<file path="config.mk">
export PLATFORM = sky130hd
export DESIGN_NAME = cn_ib_rom_loader_flat
export DESIGN_NICKNAME = d
export VERILOG_FILES = /design/src/rtl/cn_ib_rom_loader_if.sv /design/src/rtl/cn_ib_rom_loader.sv /design/src/flat_wrapper.sv
export SDC_FILE = /design/constraint.sdc
export NUM_CORES = 1
export LEC_CHECK = 0
export BUFFER_PORTS_ARGS = -buffer_cell sky130_fd_sc_hd__buf_2
export CORE_MARGIN = 10
export CORE_UTILIZATION = 30
export CTS_BUF_LIST = sky130_fd_sc_hd__clkbuf_4
export CTS_CLUSTER_DIAMETER = 150
export CTS_CLUSTER_SIZE = 24
export DETAILED_ROUTE_END_ITERATION = 10
export HOLD_SLACK_MARGIN = 0.02
export MAX_ROUTING_LAYER = met4
export PLACE_DENSITY = 0.6
export RECOVER_POWER = 50
export REMOVE_ABC_BUFFERS = 1
export SETUP_SLACK_MARGIN = 0.3
export SLEW_MARGIN = 20
export SYNTH_ARGS = -nofsm -noshare
export SYNTH_HDL_FRONTEND = slang
export SYNTH_SLANG_ARGS = --single-unit
</file>
<file path="constraint.sdc">
create_clock -name write_clk -period 3.48 [get_ports write_clk]
set_input_delay 0.174 -clock write_clk [delete_from_list [all_inputs] [get_ports write_clk]]
set_output_delay 0.174 -clock write_clk [all_outputs]
set_load 0.01 [all_outputs]
</file>
<file path="src/rtl/cn_ib_rom_loader_if.sv">
// Bus bundle for the CN IB-ROM page loader: load handshake, ROM read port and LUT write port.
interface cn_ib_rom_loader_if #(
    parameter int unsigned ROM_RD_BW    = 6,
    parameter int unsigned NUM_PORTS    = 2,
    parameter int unsigned ROM_ADDR_BW  = 10,
    parameter int unsigned PAGE_ADDR_BW = 5,
    parameter int unsigned ITER_ADDR_BW = 6
);
    localparam int unsigned DATA_BW = NUM_PORTS * ROM_RD_BW;

    logic                    start;
    logic                    iter_clr;
    logic [DATA_BW-1:0]      rom_dout_g0;
    logic [DATA_BW-1:0]      rom_dout_g1;
    logic                    rom_en;
    logic [ROM_ADDR_BW-1:0]  rom_addr;
    logic [DATA_BW-1:0]      wr_data;
    logic [PAGE_ADDR_BW-1:0] wr_page_addr;
    logic                    wr_en;
    logic                    busy;
    logic                    done;
    logic                    start_err;
    logic [ITER_ADDR_BW-1:0] iter_cnt;
    logic                    last_iter;

    modport master (
        output start, iter_clr, rom_dout_g0, rom_dout_g1,
        input  rom_en, rom_addr, wr_data, wr_page_addr, wr_en,
        input  busy, done, start_err, iter_cnt, last_iter
    );

    modport slave (
        input  start, iter_clr, rom_dout_g0, rom_dout_g1,
        output rom_en, rom_addr, wr_data, wr_page_addr, wr_en,
        output busy, done, start_err, iter_cnt, last_iter
    );
endinterface

</file>
<file path="src/rtl/cn_ib_rom_loader.sv">
// Streams one iteration of IB-LUT pages from the group-0/group-1 ROMs into the CN LUT,
// aligning the write strobe to the ROM read latency and counting completed iterations.
module cn_ib_rom_loader #(
    parameter int unsigned ROM_RD_BW      = 6,
    parameter int unsigned NUM_PORTS      = 2,
    parameter int unsigned ROM_ADDR_BW    = 10,
    parameter int unsigned PAGE_ADDR_BW   = 5,
    parameter int unsigned CN_LOAD_CYCLE  = 32,
    parameter int unsigned ITER_ROM_GROUP = 25,
    parameter int unsigned ITER_ADDR_BW   = 6,
    parameter int unsigned MAX_ITER       = 50,
    parameter int unsigned ROM_LAT        = 1
) (
    input  logic              write_clk,
    input  logic              rstn,
    cn_ib_rom_loader_if.slave bus
);
    localparam int unsigned DATA_BW  = NUM_PORTS * ROM_RD_BW;
    localparam int unsigned DRAIN_BW = $clog2(ROM_LAT + 2);

    localparam logic [PAGE_ADDR_BW-1:0] LAST_PAGE   = PAGE_ADDR_BW'(CN_LOAD_CYCLE - 1);
    localparam logic [ITER_ADDR_BW-1:0] ITER_MAX    = ITER_ADDR_BW'(MAX_ITER);
    localparam logic [ITER_ADDR_BW-1:0] ITER_GRP    = ITER_ADDR_BW'(ITER_ROM_GROUP);
    localparam logic [ROM_ADDR_BW-1:0]  PAGE_STRIDE = ROM_ADDR_BW'(CN_LOAD_CYCLE);
    localparam logic [DRAIN_BW-1:0]     DRAIN_LAST  = DRAIN_BW'(ROM_LAT);

    typedef enum logic [1:0] {IDLE, FETCH, DRAIN, FIN} state_t;

    state_t                  state_q, state_d;
    logic [PAGE_ADDR_BW-1:0] fetch_page_q, fetch_page_d;
    logic [DRAIN_BW-1:0]     drain_cnt_q, drain_cnt_d;
    logic [ROM_ADDR_BW-1:0]  base_q, base_d;
    logic                    grp_sel_q, grp_sel_d;
    logic [ITER_ADDR_BW-1:0] iter_cnt_q, iter_cnt_d;
    logic                    rom_en_q, rom_en_d;
    logic [ROM_ADDR_BW-1:0]  rom_addr_q, rom_addr_d;
    logic                    busy_q, busy_d;
    logic                    done_q, done_d;
    logic                    start_err_q, start_err_d;

    logic [ROM_LAT-1:0]      vld_q;
    logic [PAGE_ADDR_BW-1:0] pg_q [ROM_LAT];
    logic                    wr_en_q;
    logic [PAGE_ADDR_BW-1:0] wr_page_q;
    logic [DATA_BW-1:0]      wr_data_q;

    // State and registered control outputs
    always_ff @(posedge write_clk or negedge rstn) begin
        if (!rstn) begin
            state_q      <= IDLE;
            fetch_page_q <= '0;
            drain_cnt_q  <= '0;
            base_q       <= '0;
            grp_sel_q    <= 1'b0;
            iter_cnt_q   <= '0;
            rom_en_q     <= 1'b0;
            rom_addr_q   <= '0;
            busy_q       <= 1'b0;
            done_q       <= 1'b0;
            start_err_q  <= 1'b0;
        end else begin
            state_q      <= state_d;
            fetch_page_q <= fetch_page_d;
            drain_cnt_q  <= drain_cnt_d;
            base_q       <= base_d;
            grp_sel_q    <= grp_sel_d;
            iter_cnt_q   <= iter_cnt_d;
            rom_en_q     <= rom_en_d;
            rom_addr_q   <= rom_addr_d;
            busy_q       <= busy_d;
            done_q       <= done_d;
            start_err_q  <= start_err_d;
        end
    end

    // Next state; outputs are derived from the next state so they register in step with it
    always_comb begin
        state_d      = state_q;
        fetch_page_d = fetch_page_q;
        drain_cnt_d  = drain_cnt_q;
        base_d       = base_q;
        grp_sel_d    = grp_sel_q;
        iter_cnt_d   = iter_cnt_q;
        start_err_d  = 1'b0;

        case (state_q)
            IDLE: begin
                if (bus.start) begin
                    if (iter_cnt_q < ITER_MAX) begin
                        grp_sel_d    = (iter_cnt_q >= ITER_GRP);
                        fetch_page_d = '0;
                        state_d      = FETCH;
                    end else begin
                        start_err_d = 1'b1;
                    end
                end
            end
            FETCH: begin
                start_err_d  = bus.start;
                fetch_page_d = fetch_page_q + PAGE_ADDR_BW'(1);
                if (fetch_page_q == LAST_PAGE) begin
                    drain_cnt_d = '0;
                    state_d     = DRAIN;
                end
            end
            DRAIN: begin
                start_err_d = bus.start;
                if (drain_cnt_q == DRAIN_LAST) begin
                    state_d = FIN;
                end else begin
                    drain_cnt_d = drain_cnt_q + DRAIN_BW'(1);
                end
            end
            FIN: begin
                start_err_d = bus.start;
                iter_cnt_d  = iter_cnt_q + ITER_ADDR_BW'(1);
                base_d      = (iter_cnt_d == ITER_GRP) ? '0 : base_q + PAGE_STRIDE;
                state_d     = IDLE;
            end
            default: state_d = IDLE;
        endcase

        // Clear/abort overrides everything, including a completing FIN
        if (bus.iter_clr) begin
            state_d     = IDLE;
            iter_cnt_d  = '0;
            base_d      = '0;
            grp_sel_d   = 1'b0;
            start_err_d = 1'b0;
        end

        rom_en_d   = (state_d == FETCH);
        rom_addr_d = rom_en_d ? base_d + ROM_ADDR_BW'(fetch_page_d) : rom_addr_q;
        busy_d     = (state_d != IDLE);
        done_d     = (state_d == FIN);
    end

    // Latency-matched valid/page pipeline and registered LUT write port
    always_ff @(posedge write_clk or negedge rstn) begin
        if (!rstn) begin
            vld_q     <= '0;
            pg_q      <= '{default: '0};
            wr_en_q   <= 1'b0;
            wr_page_q <= '0;
            wr_data_q <= '0;
        end else begin
            vld_q    <= bus.iter_clr ? '0 : ROM_LAT'({vld_q, rom_en_q});
            pg_q[0]  <= fetch_page_q;
            for (int unsigned i = 1; i < ROM_LAT; i++) begin
                pg_q[i] <= pg_q[i-1];
            end
            wr_en_q   <= vld_q[ROM_LAT-1] && !bus.iter_clr;
            wr_page_q <= pg_q[ROM_LAT-1];
            wr_data_q <= grp_sel_q ? bus.rom_dout_g1 : bus.rom_dout_g0;
        end
    end

    assign bus.rom_en       = rom_en_q;
    assign bus.rom_addr     = rom_addr_q;
    assign bus.wr_data      = wr_data_q;
    assign bus.wr_page_addr = wr_page_q;
    assign bus.wr_en        = wr_en_q;
    assign bus.busy         = busy_q;
    assign bus.done         = done_q;
    assign bus.start_err    = start_err_q;
    assign bus.iter_cnt     = iter_cnt_q;
    assign bus.last_iter    = (iter_cnt_q == ITER_MAX);
endmodule

</file>
<file path="src/flat_wrapper.sv">
// flat-port wrapper written by rule: the top's interface ports become plain ports
module cn_ib_rom_loader_flat 
#(
    parameter int unsigned ROM_RD_BW      = 6,
    parameter int unsigned NUM_PORTS      = 2,
    parameter int unsigned ROM_ADDR_BW    = 10,
    parameter int unsigned PAGE_ADDR_BW   = 5,
    parameter int unsigned CN_LOAD_CYCLE  = 32,
    parameter int unsigned ITER_ROM_GROUP = 25,
    parameter int unsigned ITER_ADDR_BW   = 6,
    parameter int unsigned MAX_ITER       = 50,
    parameter int unsigned ROM_LAT        = 1
)
  (write_clk, rstn, bus_start, bus_iter_clr, bus_rom_dout_g0, bus_rom_dout_g1, bus_rom_en, bus_rom_addr, bus_wr_data, bus_wr_page_addr, bus_wr_en, bus_busy, bus_done, bus_start_err, bus_iter_cnt, bus_last_iter);
  cn_ib_rom_loader_if #(.ROM_RD_BW(ROM_RD_BW), .NUM_PORTS(NUM_PORTS), .ROM_ADDR_BW(ROM_ADDR_BW), .PAGE_ADDR_BW(PAGE_ADDR_BW), .ITER_ADDR_BW(ITER_ADDR_BW)) bus_i ();
  input  logic write_clk;
  input  logic rstn;
  input wire logic [$bits(bus_i.start)-1:0] bus_start;
  input wire logic [$bits(bus_i.iter_clr)-1:0] bus_iter_clr;
  input wire logic [$bits(bus_i.rom_dout_g0)-1:0] bus_rom_dout_g0;
  input wire logic [$bits(bus_i.rom_dout_g1)-1:0] bus_rom_dout_g1;
  output wire logic [$bits(bus_i.rom_en)-1:0] bus_rom_en;
  output wire logic [$bits(bus_i.rom_addr)-1:0] bus_rom_addr;
  output wire logic [$bits(bus_i.wr_data)-1:0] bus_wr_data;
  output wire logic [$bits(bus_i.wr_page_addr)-1:0] bus_wr_page_addr;
  output wire logic [$bits(bus_i.wr_en)-1:0] bus_wr_en;
  output wire logic [$bits(bus_i.busy)-1:0] bus_busy;
  output wire logic [$bits(bus_i.done)-1:0] bus_done;
  output wire logic [$bits(bus_i.start_err)-1:0] bus_start_err;
  output wire logic [$bits(bus_i.iter_cnt)-1:0] bus_iter_cnt;
  output wire logic [$bits(bus_i.last_iter)-1:0] bus_last_iter;
  assign bus_i.start = bus_start;
  assign bus_i.iter_clr = bus_iter_clr;
  assign bus_i.rom_dout_g0 = bus_rom_dout_g0;
  assign bus_i.rom_dout_g1 = bus_rom_dout_g1;
  assign bus_rom_en = bus_i.rom_en;
  assign bus_rom_addr = bus_i.rom_addr;
  assign bus_wr_data = bus_i.wr_data;
  assign bus_wr_page_addr = bus_i.wr_page_addr;
  assign bus_wr_en = bus_i.wr_en;
  assign bus_busy = bus_i.busy;
  assign bus_done = bus_i.done;
  assign bus_start_err = bus_i.start_err;
  assign bus_iter_cnt = bus_i.iter_cnt;
  assign bus_last_iter = bus_i.last_iter;
  cn_ib_rom_loader #(.ROM_RD_BW(ROM_RD_BW), .NUM_PORTS(NUM_PORTS), .ROM_ADDR_BW(ROM_ADDR_BW), .PAGE_ADDR_BW(PAGE_ADDR_BW), .CN_LOAD_CYCLE(CN_LOAD_CYCLE), .ITER_ROM_GROUP(ITER_ROM_GROUP), .ITER_ADDR_BW(ITER_ADDR_BW), .MAX_ITER(MAX_ITER), .ROM_LAT(ROM_LAT)) u_core (.write_clk(write_clk), .rstn(rstn), .bus(bus_i));
endmodule
</file>
==> results.json, run 1 <==
{
  "ant_nets": 0,
  "final_hold_viol_count": 0,
  "antenna_cells": 0,
  "track_usage_pct": 10.23,
  "critPathBufInv": 2,
  "finClkSkew_ps": 18.31,
  "start_util_pct": 30.88,
  "slew_headroom_pct": 20.33,
  "powerDensity_mw_per_mm2": 364.2,
  "synth_top_area_share_pct": 53.07,
  "num_vias": 2260,
  "synth_top_family_by_area": "simple AND/OR/NAND/NOR gates",
  "dr.pass1.iters": 5,
  "yosys_warnings": 0,
  "grt_antenna_before_repair": 0,
  "htreeDepth": 3,
  "critPathRequiredTime_ps": 3760,
  "r2r_start": "u_core.bus.iter_cnt[2]",
  "wl_mm": 7.052,
  "setup_viol": 0,
  "drtIter0Drc": 126,
  "place_hpwl_mm": 4.946,
  "synthXorXnorAreaFrac_pct": 4.643,
  "cp-start-kind": "flop",
  "die_width_microns": 120.3,
  "synth_cell_types": 52,
  "ys_ff_latch": 64,
  "portBuffers": 66,
  "drive_gt1_share_pct": 25.81,
  "cts_made_buffers": 9,
  "fin_util_pct": 40.43,
  "clock_latency_ps": 390,
  "synthMuxAreaShare_pct": 7.794,
  "setup_tns_ps": 0,
  "synthSimpleGateAreaFrac_pct": 11.90,
  "synthCells": 256,
  "die_area_sq_mm": 0.01447,
  "syn_area_sq_mm": 0.003018,
  "cts_sinks": 64,
  "synth_flop_cell": "dfrtp_1",
  "hp-class": "in2reg",
  "path_max_fanout": 8,
  "arrival_ps": 3410,
  "p_leak_nw": 1.873,
  "num_io_pins": 67,
  "min_from": "bus_start",
  "grt_pass1_vias": 2373,
  "synth_edf_count": 0,
  "areaGrowthSynthToFinish_pct": 30.93,
  "gp_congestion": 0.8348,
  "final_cell_mix": "63 x dfrtp_1, 35 x clkbuf_1, 32 x buf_2, 25 x dlygate4sd3_1",
  "yosysSeqAreaShare_pct": 53.07,
  "nets": 415,
  "die_h_microns": 120.3,
  "period_share_pct": 89.85,
  "max_freq_mhz": 319.8,
  "synth_compound_area_share_pct": 10.78,
  "layout_commonest_cell": "dfrtp_1",
  "worst-setup-path-type": "reg2reg",
  "grt_overflow": 0,
  "reg2reg_slack_ps": 350,
  "wl_per_cell_microns": 13.96,
  "drv_slew": 0,
  "min_path_cells": 2,
  "path_clk_slew_ps": 100,
  "cts_buffer_depth": 2,
  "maxCapViolations": 0,
  "critPathCaptureType": "flop",
  "reg2reg_depth": 14,
  "fp-row-count": 36,
  "core_sq_mm": 0.009774,
  "syn_avg_cell_area_sq_um": 11.79,
  "fin_crit_ps": 3127,
  "async_flop_share_pct": 100.0,
  "grt_max_degree": 50,
  "clockRootBuffer": "clkbuf_4",
  "grt_pass1_wl_mm": 11.74,
  "vdd_drop_max_mv": 0.1137,
  "crit_chain": "clkbuf_1, and3_4, mux2i_4, nor2_2, nor2_4, and2_4, ha_2, inv_1, fa_2, nor2b_1, o31a_1, o21ai_0, o211ai_1, nand3_1",
  "status": "completed",
  "synth.area.top_cells": "dfrtp_1 53%, ha_1 7.5%, mux2_2 6.3%",
  "cts_tree": "done",
  "whs_endpoint": "u_core.bus.start_err",
  "crit_family": "simple AND/OR/NAND/NOR gates",
  "synthAdderAreaFrac_pct": 8.126,
  "drc": 0,
  "critPathMaxStageDelay_ps": 370,
  "power.total_mw": 1.439,
  "cp_slowest_cell": "dfrtp_1",
  "synth_top_cell_by_area": "dfrtp_1",
  "routed_via_density": 4.475,
  "worst_pin_slew_ps": 1195,
  "rsz0062_at_grt": "false",
  "r2r_end": "u_core.bus.rom_addr[8]"
}
-- metal layers --
| layer | wire (microns) | vias up | track usage [%] |
|---|---|---|---|
| li1 | - | 1117 | - |
| met1 | 3183 | 1086 | 11.61 |
| met2 | 3482 | 53 | 16.85 |
| met3 | 344 | 4 | 3.397 |
| met4 | 41 | 0 | 3.092 |
| met5 | 0 | - | - |
-- synth_stat cells (3+ instances only) --
cell type and number:
nand4_1 5, nor2b_1 4, ha_1 18, mux2_2 17
nand2_1 10, nor2_1 18, mux2i_1 3, and2_1 6
o21ai_0 15, o22ai_1 3, inv_1 16, dfrtp_1 64
xnor2_1 8, a21oi_1 6, xor2_1 8, nand3_1 3
-- worst reg2reg max path, stage by stage, from the launching register on --
cell and delay, ps:
dfrtp_1 370, clkbuf_1 330, and3_4 300, mux2i_4 260, nor2_2 80, nor2_4 170, and2_4 170, ha_2 170
inv_1 50, fa_2 350, nor2b_1 180, o31a_1 220, o21ai_0 100, o211ai_1 180, nand3_1 90
-- final cells by class --
cell class	instances	area, sq um
clock buffers	9	67.56
clock inverters	6	27.53
well taps	133	166.4
repair buffers	109	666.9
flip-flops and latches	64	1603
inverters	16	60.06
multi-input cells	168	1360
fillers	986	5823
-- registers in the layout (all words and copies together), names as in the netlist --
signal,count
u_core.bus.done,1
u_core.bus.start_err,1
u_core.bus.busy,1
u_core.vld_q,1
u_core.bus.wr_page_addr,5
u_core.pg_q,5
u_core.bus.rom_en,1
u_core.fetch_page_q,5
u_core.bus.wr_en,1
u_core.bus.rom_addr,10
u_core.grp_sel_q,1
u_core.base_q,10
u_core.bus.wr_data,12
u_core.bus.iter_cnt,6
u_core.drain_cnt_q,2
u_core.state_q,2
-- report_power, final --
| part | total (mW) | switching, mW | internal (mW) |
|---|---|---|---|
| Clock | 0.385 | 0.251 | 0.133 |
| Combinational | 0.227 | 0.123 | 0.104 |
| Sequential | 0.827 | 0.0285 | 0.799 |
-- cells by family (layout without fill, tap and decap cells) --
family                     after synthesis  count (layout)
muxes                                   21              21
buffers and inverters                   24             140
xor gates and xnor gates                16              16
DFF                                     64              64
and+or+nand+nor                         64              64
AOI/OAI and AO/OA                       48              48
adders and majority gates               19              19
-- timing repair --
action | 4_1_cts | 5_1_grt
pin swaps | 0 | 7
buffers inserted | 0 | 9
hold endpoints to repair | 27 | 0
resized for setup | 9 | 12
hold buffers | 25 | 0
setup endpoints to repair | 5 | 5
-- worst max path at each step --
stage	startpoint	to	slack, ps	cells past startpoint
after floorplan	u_core.bus.iter_cnt[3]	u_core.bus.rom_addr[9]	330	11
after global placement	u_core.state_q[0]	u_core.bus.rom_addr[8]	190	14
after detailed placement	u_core.state_q[0]	u_core.bus.rom_addr[8]	60	14
after CTS	u_core.bus.iter_cnt[1]	u_core.bus.rom_addr[8]	270	15
after global routing	u_core.bus.iter_cnt[2]	u_core.bus.rom_addr[8]	120	14
final	u_core.bus.iter_cnt[2]	u_core.bus.rom_addr[8]	350	14
-- through the flow --
step           setup slack, ps  cell area, sq um  hold slack [ps]  std cells
4_1_cts                  268.3              3901            32.67        496
5_1_grt                  123.1              3951            32.99        505
3_3_place_gp             194.2              3531            113.5        456
3_5_place_dp             56.97              3531            123.0        456
6_report                 353.3              3951            61.60        505
2_1_floorplan            328.4              2967           -121.6        248
Note: power is estimated with default switching activity, not from simulation.
==> inputs of run 2 (changes only) <==
--- a/config.mk
+++ b/config.mk
@@ -6,7 +6,6 @@
 export NUM_CORES = 1
 export LEC_CHECK = 0
 export BUFFER_PORTS_ARGS = -buffer_cell sky130_fd_sc_hd__buf_2
-export CORE_MARGIN = 10
 export CORE_UTILIZATION = 30
 export CTS_BUF_LIST = sky130_fd_sc_hd__clkbuf_4
 export CTS_CLUSTER_DIAMETER = 150
==> results.json, run 2 (synthesis gave the netlist of run 1 again) <==
{
  "status": "completed",
  "core_sq_mm": 0.009774,
  "maxCapViolations": 0,
  "num_vias": 2270,
  "cts_sinks": 64,
  "nets": 411,
  "ant_nets": 0,
  "die_area_sq_mm": 0.01046,
  "num-fill-cells": 967,
  "slew_headroom_pct": 24.18,
  "place_hpwl_mm": 4.302,
  "routed_via_density": 4.522,
  "drive_gt1_share_pct": 24.93,
  "reg2reg_slack_ps": 400,
  "grt_pass1_wl_mm": 10.09,
  "period_share_pct": 88.48,
  "path_max_fanout": 9,
  "cp_slowest_cell": "or4_1",
  "finClkSkew_ps": 10.30,
  "areaGrowthSynthToFinish_pct": 31.05,
  "drc": 0,
  "cts_buffer_depth": 2,
  "clock_latency_ps": 390,
  "fp-row-count": 36,
  "track_usage_pct": 13.17,
  "critPathRequiredTime_ps": 3800,
  "gp_congestion": 0.8352,
  "setup_tns_ps": 0,
  "crit_chain": "clkbuf_1, xor2_1, a31oi_4, nor2_2, nor2_4, buf_4, and2_1, ha_1, a211oi_2, o21ai_1, o21ai_0, or4_1, a31oi_1",
  "grt_max_degree": 47,
  "final_hold_viol_count": 0,
  "powerDensity_mw_per_mm2": 388.4,
  "critPathCaptureType": "flop",
  "vdd_drop_max_mv": 0.1881,
  "wl_mm": 6.294,
  "drv_slew": 0,
  "path_clk_slew_ps": 100,
  "dr.pass1.iters": 5,
  "final_cell_mix": "64 x dfrtp_1, 38 x clkbuf_1, 33 x buf_2, 25 x dlygate4sd3_1",
  "grt_overflow": 0,
  "antenna_cells": 0,
  "cp-start-kind": "flop",
  "setup_viol": 0,
  "start_util_pct": 30.88,
  "max_freq_mhz": 324.8,
  "fin_crit_ps": 3079,
  "worst_pin_slew_ps": 1137,
  "grt_antenna_before_repair": 0,
  "largest_reg_flops": 12,
  "cts_tree": "done",
  "hp-class": "in2reg",
  "die_width_microns": 102.3,
  "use_met3_pct": 3.762,
  "layoutNonFillerInstCount": 502,
  "holdWs_ps": 55.79,
  "cts_made_buffers": 9,
  "top_usage_layer": "met2",
  "p_leak_nw": 1.871,
  "htreeDepth": 3,
  "arrival_ps": 3400,
  "rsz0062_at_grt": "true",
  "grtUsageMet2_pct": 21.73,
  "worst-setup-path-type": "reg2reg",
  "met1_usage_pct": 15.30,
  "placed_cells": 457,
  "clockRootBuffer": "clkbuf_4",
  "die_h_microns": 102.3,
  "num_io_pins": 67,
  "drtIter0Drc": 61,
  "critPathMaxStageDelay_ps": 470,
  "wl_per_cell_microns": 12.54,
  "layout_commonest_cell": "dfrtp_1",
  "portBuffers": 66,
  "grt_pass1_vias": 2215
}
==> run 2: timing repair <==
item	4_1_cts	5_1_grt
setup buffers	2	2
endpoints found under the setup margin	5	5
hold endpoints to repair	30	0
pin swaps	0	3
gates resized for setup	5	13
hold buffers	25	0
==> run 2: where the power goes <==
group          internal (mW)  switching, mW
clock network          0.241          0.256
logic                 0.0952          0.116
registers              0.799         0.0296
total                   1.13          0.401
==> run 2: routing by layer <==
layer / routed length [microns] / part of all wire [%]
met5: 0 / 0
met3: 317 / 5.0
met1: 2819 / 45
met2: 3087 / 49
met4: 70 / 1.1
==> run 2: metrics by stage <==
step	instance area (sq um)	util (%)	setup WS [ps]	total power [mW]
after floorplan	2967	-	328.4	0.9357
after global placement	3538	36.20	188.7	1.030
after detailed placement	3538	36.20	148.9	1.035
after CTS	3951	40.43	309.4	1.558
after global routing	3955	40.46	218.4	1.623
final	3955	40.46	400.9	1.536
==> run 2: area by class of cell <==
type	instances	area [sq um]	area share [%]
Multi-Input combinational cell	168	1369	34.61
Clock inverter	4	45.04	1.139
Sequential cell	64	1602	40.49
Tap cell	133	166.4	4.208
Clock buffer	12	90.09	2.278
Inverter	16	60.06	1.519
Timing Repair Buffer	105	623.1	15.75
==> run 2: final timing paths <==
path                                              from                          to  cells after the start
worst min register to register          u_core.pg_q[3]  u_core.bus.wr_page_addr[3]                      0
worst max-delay path            u_core.bus.iter_cnt[3]      u_core.bus.rom_addr[9]                     13
worst min-delay path                         bus_start        u_core.bus.start_err                      2
max in group asynchronous                         rstn             u_core.bus.busy                      3
min in group asynchronous                         rstn      u_core.bus.wr_data[11]                      2
worst max register to register  u_core.bus.iter_cnt[3]      u_core.bus.rom_addr[9]                     13
==> run 2: worst max-delay path, delay by kind of cell (launching register included) <==
family / cells / cell delay (ps)
buf+inv: 2 / 460
fa+ha+maj: 1 / 320
simple gates: 4 / 880
flops: 1 / 370
xor+xnor: 1 / 280
compound gates: 5 / 700
==> inputs of run 3 (changes only) <==
--- a/config.mk
+++ b/config.mk
@@ -5,15 +5,15 @@
 export SDC_FILE = /design/constraint.sdc
 export NUM_CORES = 1
 export LEC_CHECK = 0
-export BUFFER_PORTS_ARGS = -buffer_cell sky130_fd_sc_hd__buf_2
 export CORE_UTILIZATION = 30
 export CTS_BUF_LIST = sky130_fd_sc_hd__clkbuf_4
 export CTS_CLUSTER_DIAMETER = 150
 export CTS_CLUSTER_SIZE = 24
 export DETAILED_ROUTE_END_ITERATION = 10
+export DONT_BUFFER_PORTS = 1
 export HOLD_SLACK_MARGIN = 0.02
 export MAX_ROUTING_LAYER = met4
-export PLACE_DENSITY = 0.6
+export PLACE_DENSITY = 0.55
 export RECOVER_POWER = 50
 export REMOVE_ABC_BUFFERS = 1
 export SETUP_SLACK_MARGIN = 0.3
==> results.json, run 3 (synthesis gave the netlist of run 1 again) <==
{
  "arrival_ps": 3250,
  "power.total_mw": 1.416,
  "wl_per_cell_microns": 13.98,
  "cp-start-kind": "flop",
  "p_leak_nw": 1.779,
  "critPathCaptureType": "flop",
  "cp_slowest_cell": "dfrtp_1",
  "violations": "capacitance limit, slew limit",
  "gp_congestion": 0.8851,
  "num_io_pins": 67,
  "dr.pass1.iters": 4,
  "cts_tree": "done",
  "core_sq_mm": 0.009774,
  "grt_overflow": 0,
  "portBuffers": 0,
  "critPathMaxStageDelay_ps": 440,
  "htreeDepth": 3,
  "critPathBufInv": 1,
  "cts_buffer_depth": 2,
  "grt_pass1_wl_mm": 10.40,
  "setup_tns_ps": 0,
  "period_share_pct": 84.95,
  "worst_pin_slew_ps": 1598,
  "die_width_microns": 102.3,
  "vdd_drop_max_mv": 0.1246,
  "p_clk_share_pct": 28.9,
  "preCtsSetupSlack_ps": 107.4,
  "fin_crit_ps": 2956,
  "max_freq_mhz": 338.2,
  "holdWs_ps": 37.68,
  "grt_antenna_before_repair": 0,
  "worst-setup-path-type": "reg2reg",
  "worst_slack_ps": 523.6,
  "start_util_pct": 30.88,
  "placed_cells": 393,
  "areaGrowthSynthToFinish_pct": 26.49,
  "switching_share_pct": 27.92,
  "path_max_fanout": 6,
  "die_h_microns": 102.3,
  "layout_commonest_cell": "dfrtp_1",
  "cts_sinks": 64,
  "drc": 0,
  "clock_latency_ps": 410,
  "track_usage_pct": 13.65,
  "hp-class": "in2reg",
  "die_area_sq_mm": 0.01046,
  "grt_pass1_vias": 2119,
  "grt_max_degree": 65,
  "p_switching_mw": 0.3954,
  "num_vias": 2084,
  "fp-row-count": 36,
  "finClkSkew_ps": 15.74,
  "p_int_mw": 1.021,
  "routed_via_density": 4.611,
  "antenna_cells": 0,
  "wl_mm": 6.317,
  "num-fill-cells": 943,
  "largest_reg_flops": 12,
  "setup_viol": 0,
  "crit_family": "simple AND/OR/NAND/NOR gates",
  "maxCapViolations": 1,
  "fin_util_pct": 39.06,
  "design_area_sq_mm": 0.003817,
  "drive_gt1_share_pct": 20.38,
  "path_clk_slew_ps": 100,
  "worstSetupPathDepth": 14,
  "drtIter0Drc": 87,
  "slew_headroom_pct": -6.534,
  "final_hold_viol_count": 0,
  "crit_chain": "ha_1, and4bb_1, mux2i_2, nor2_2, nor2_4, and2_4, ha_4, inv_1, fa_2, nor2b_4, o31a_1, o21ai_1, o211ai_1, nand3_1",
  "ant_nets": 0,
  "layoutNonFillerInstCount": 452,
  "powerDensity_mw_per_mm2": 371.0,
  "rsz0062_at_grt": "true",
  "min_path_cells": 3,
  "drv_slew": 65,
  "status": "complete, but fails checks",
  "nets": 362,
  "seqPwrFrac_pct": 60.1,
  "cts_made_buffers": 9,
  "place_hpwl_mm": 4.085,
  "comb_power_share_pct": 11.0,
  "critPathRequiredTime_ps": 3770,
  "final_cell_mix": "62 x dfrtp_1, 41 x dlygate4sd3_1, 17 x mux2_2, 16 x nor2_1, 16 x ha_1",
  "reg2reg_depth": 14,
  "clockRootBuffer": "clkbuf_4",
  "dpl_cell_area_sq_mm": 0.003223
}
[run 3: changes by cell type in the layout (fill, tap and decap cells not counted), sizes merged]
cell,change
buf,-27
bufinv,-1
clkinv,+1
clkbuf,-40
clkinvlp,+1
dlygate4sd3,+16
[run 3: area by class of cell]
type / instances / area (sq um) / area share (%)
timing repair buffer: 56 / 520.5 / 13.63
clock buffer: 10 / 75.07 / 1.967
inverter: 16 / 60.06 / 1.573
sequential: 64 / 1604 / 42.02
multi-input combinational: 168 / 1366 / 35.79
tap: 133 / 166.4 / 4.359
clock inverter: 5 / 25.02 / 0.6555
[run 3: power groups by stage]
stage          combinational (mW)  clock [mW]  sequential [mW]
2_1_floorplan              0.0785           0            0.857
3_3_place_gp                0.105           0            0.867
3_5_place_dp                0.108           0            0.867
4_1_cts                     0.154       0.432            0.852
5_1_grt                     0.178       0.470            0.861
6_report                    0.156       0.409            0.851
[run 3: timing repair]
item / in CTS / in global routing
endpoints found under the setup margin: 5 / 5
pin swaps: 0 / 8
setup buffers: 1 / 1
hold endpoints to repair: 95 / 0
hold buffers: 42 / 0
gates resized for setup: 4 / 19
[run 3: path summary, 6_finish.rpt]
path | start | slack [ps] | to
max in group asynchronous | rstn | 1690 | u_core.bus.iter_cnt[1]
setup / recovery | u_core.state_q[0] | 520 | u_core.bus.rom_addr[8]
hold reg to reg | u_core.pg_q[3] | 360 | u_core.bus.wr_page_addr[3]
min in group asynchronous | rstn | 690 | u_core.bus.wr_page_addr[0]
hold / removal | bus_iter_clr | 40 | u_core.bus.rom_addr[6]
setup reg to reg | u_core.state_q[0] | 520 | u_core.bus.rom_addr[8]
[run 3: worst register-to-register path, stage by stage (launching register included)]
cell and delay, ps:
dfrtp_1 440, ha_1 280, and4bb_1 220, mux2i_2 200, nor2_2 80, nor2_4 150
and2_4 180, ha_4 140, inv_1 60, fa_2 390, nor2b_4 120, o31a_1 210
o21ai_1 80, o211ai_1 190, nand3_1 90
[run 3: layer usage]
layer  wire [microns]  up-vias  track usage (%)
met5                0        -                -
met4              114        0            4.945
met3              352       13            4.720
met2             2986       50            21.53
met1             2864     1011            16.09
li1                 -     1010                -
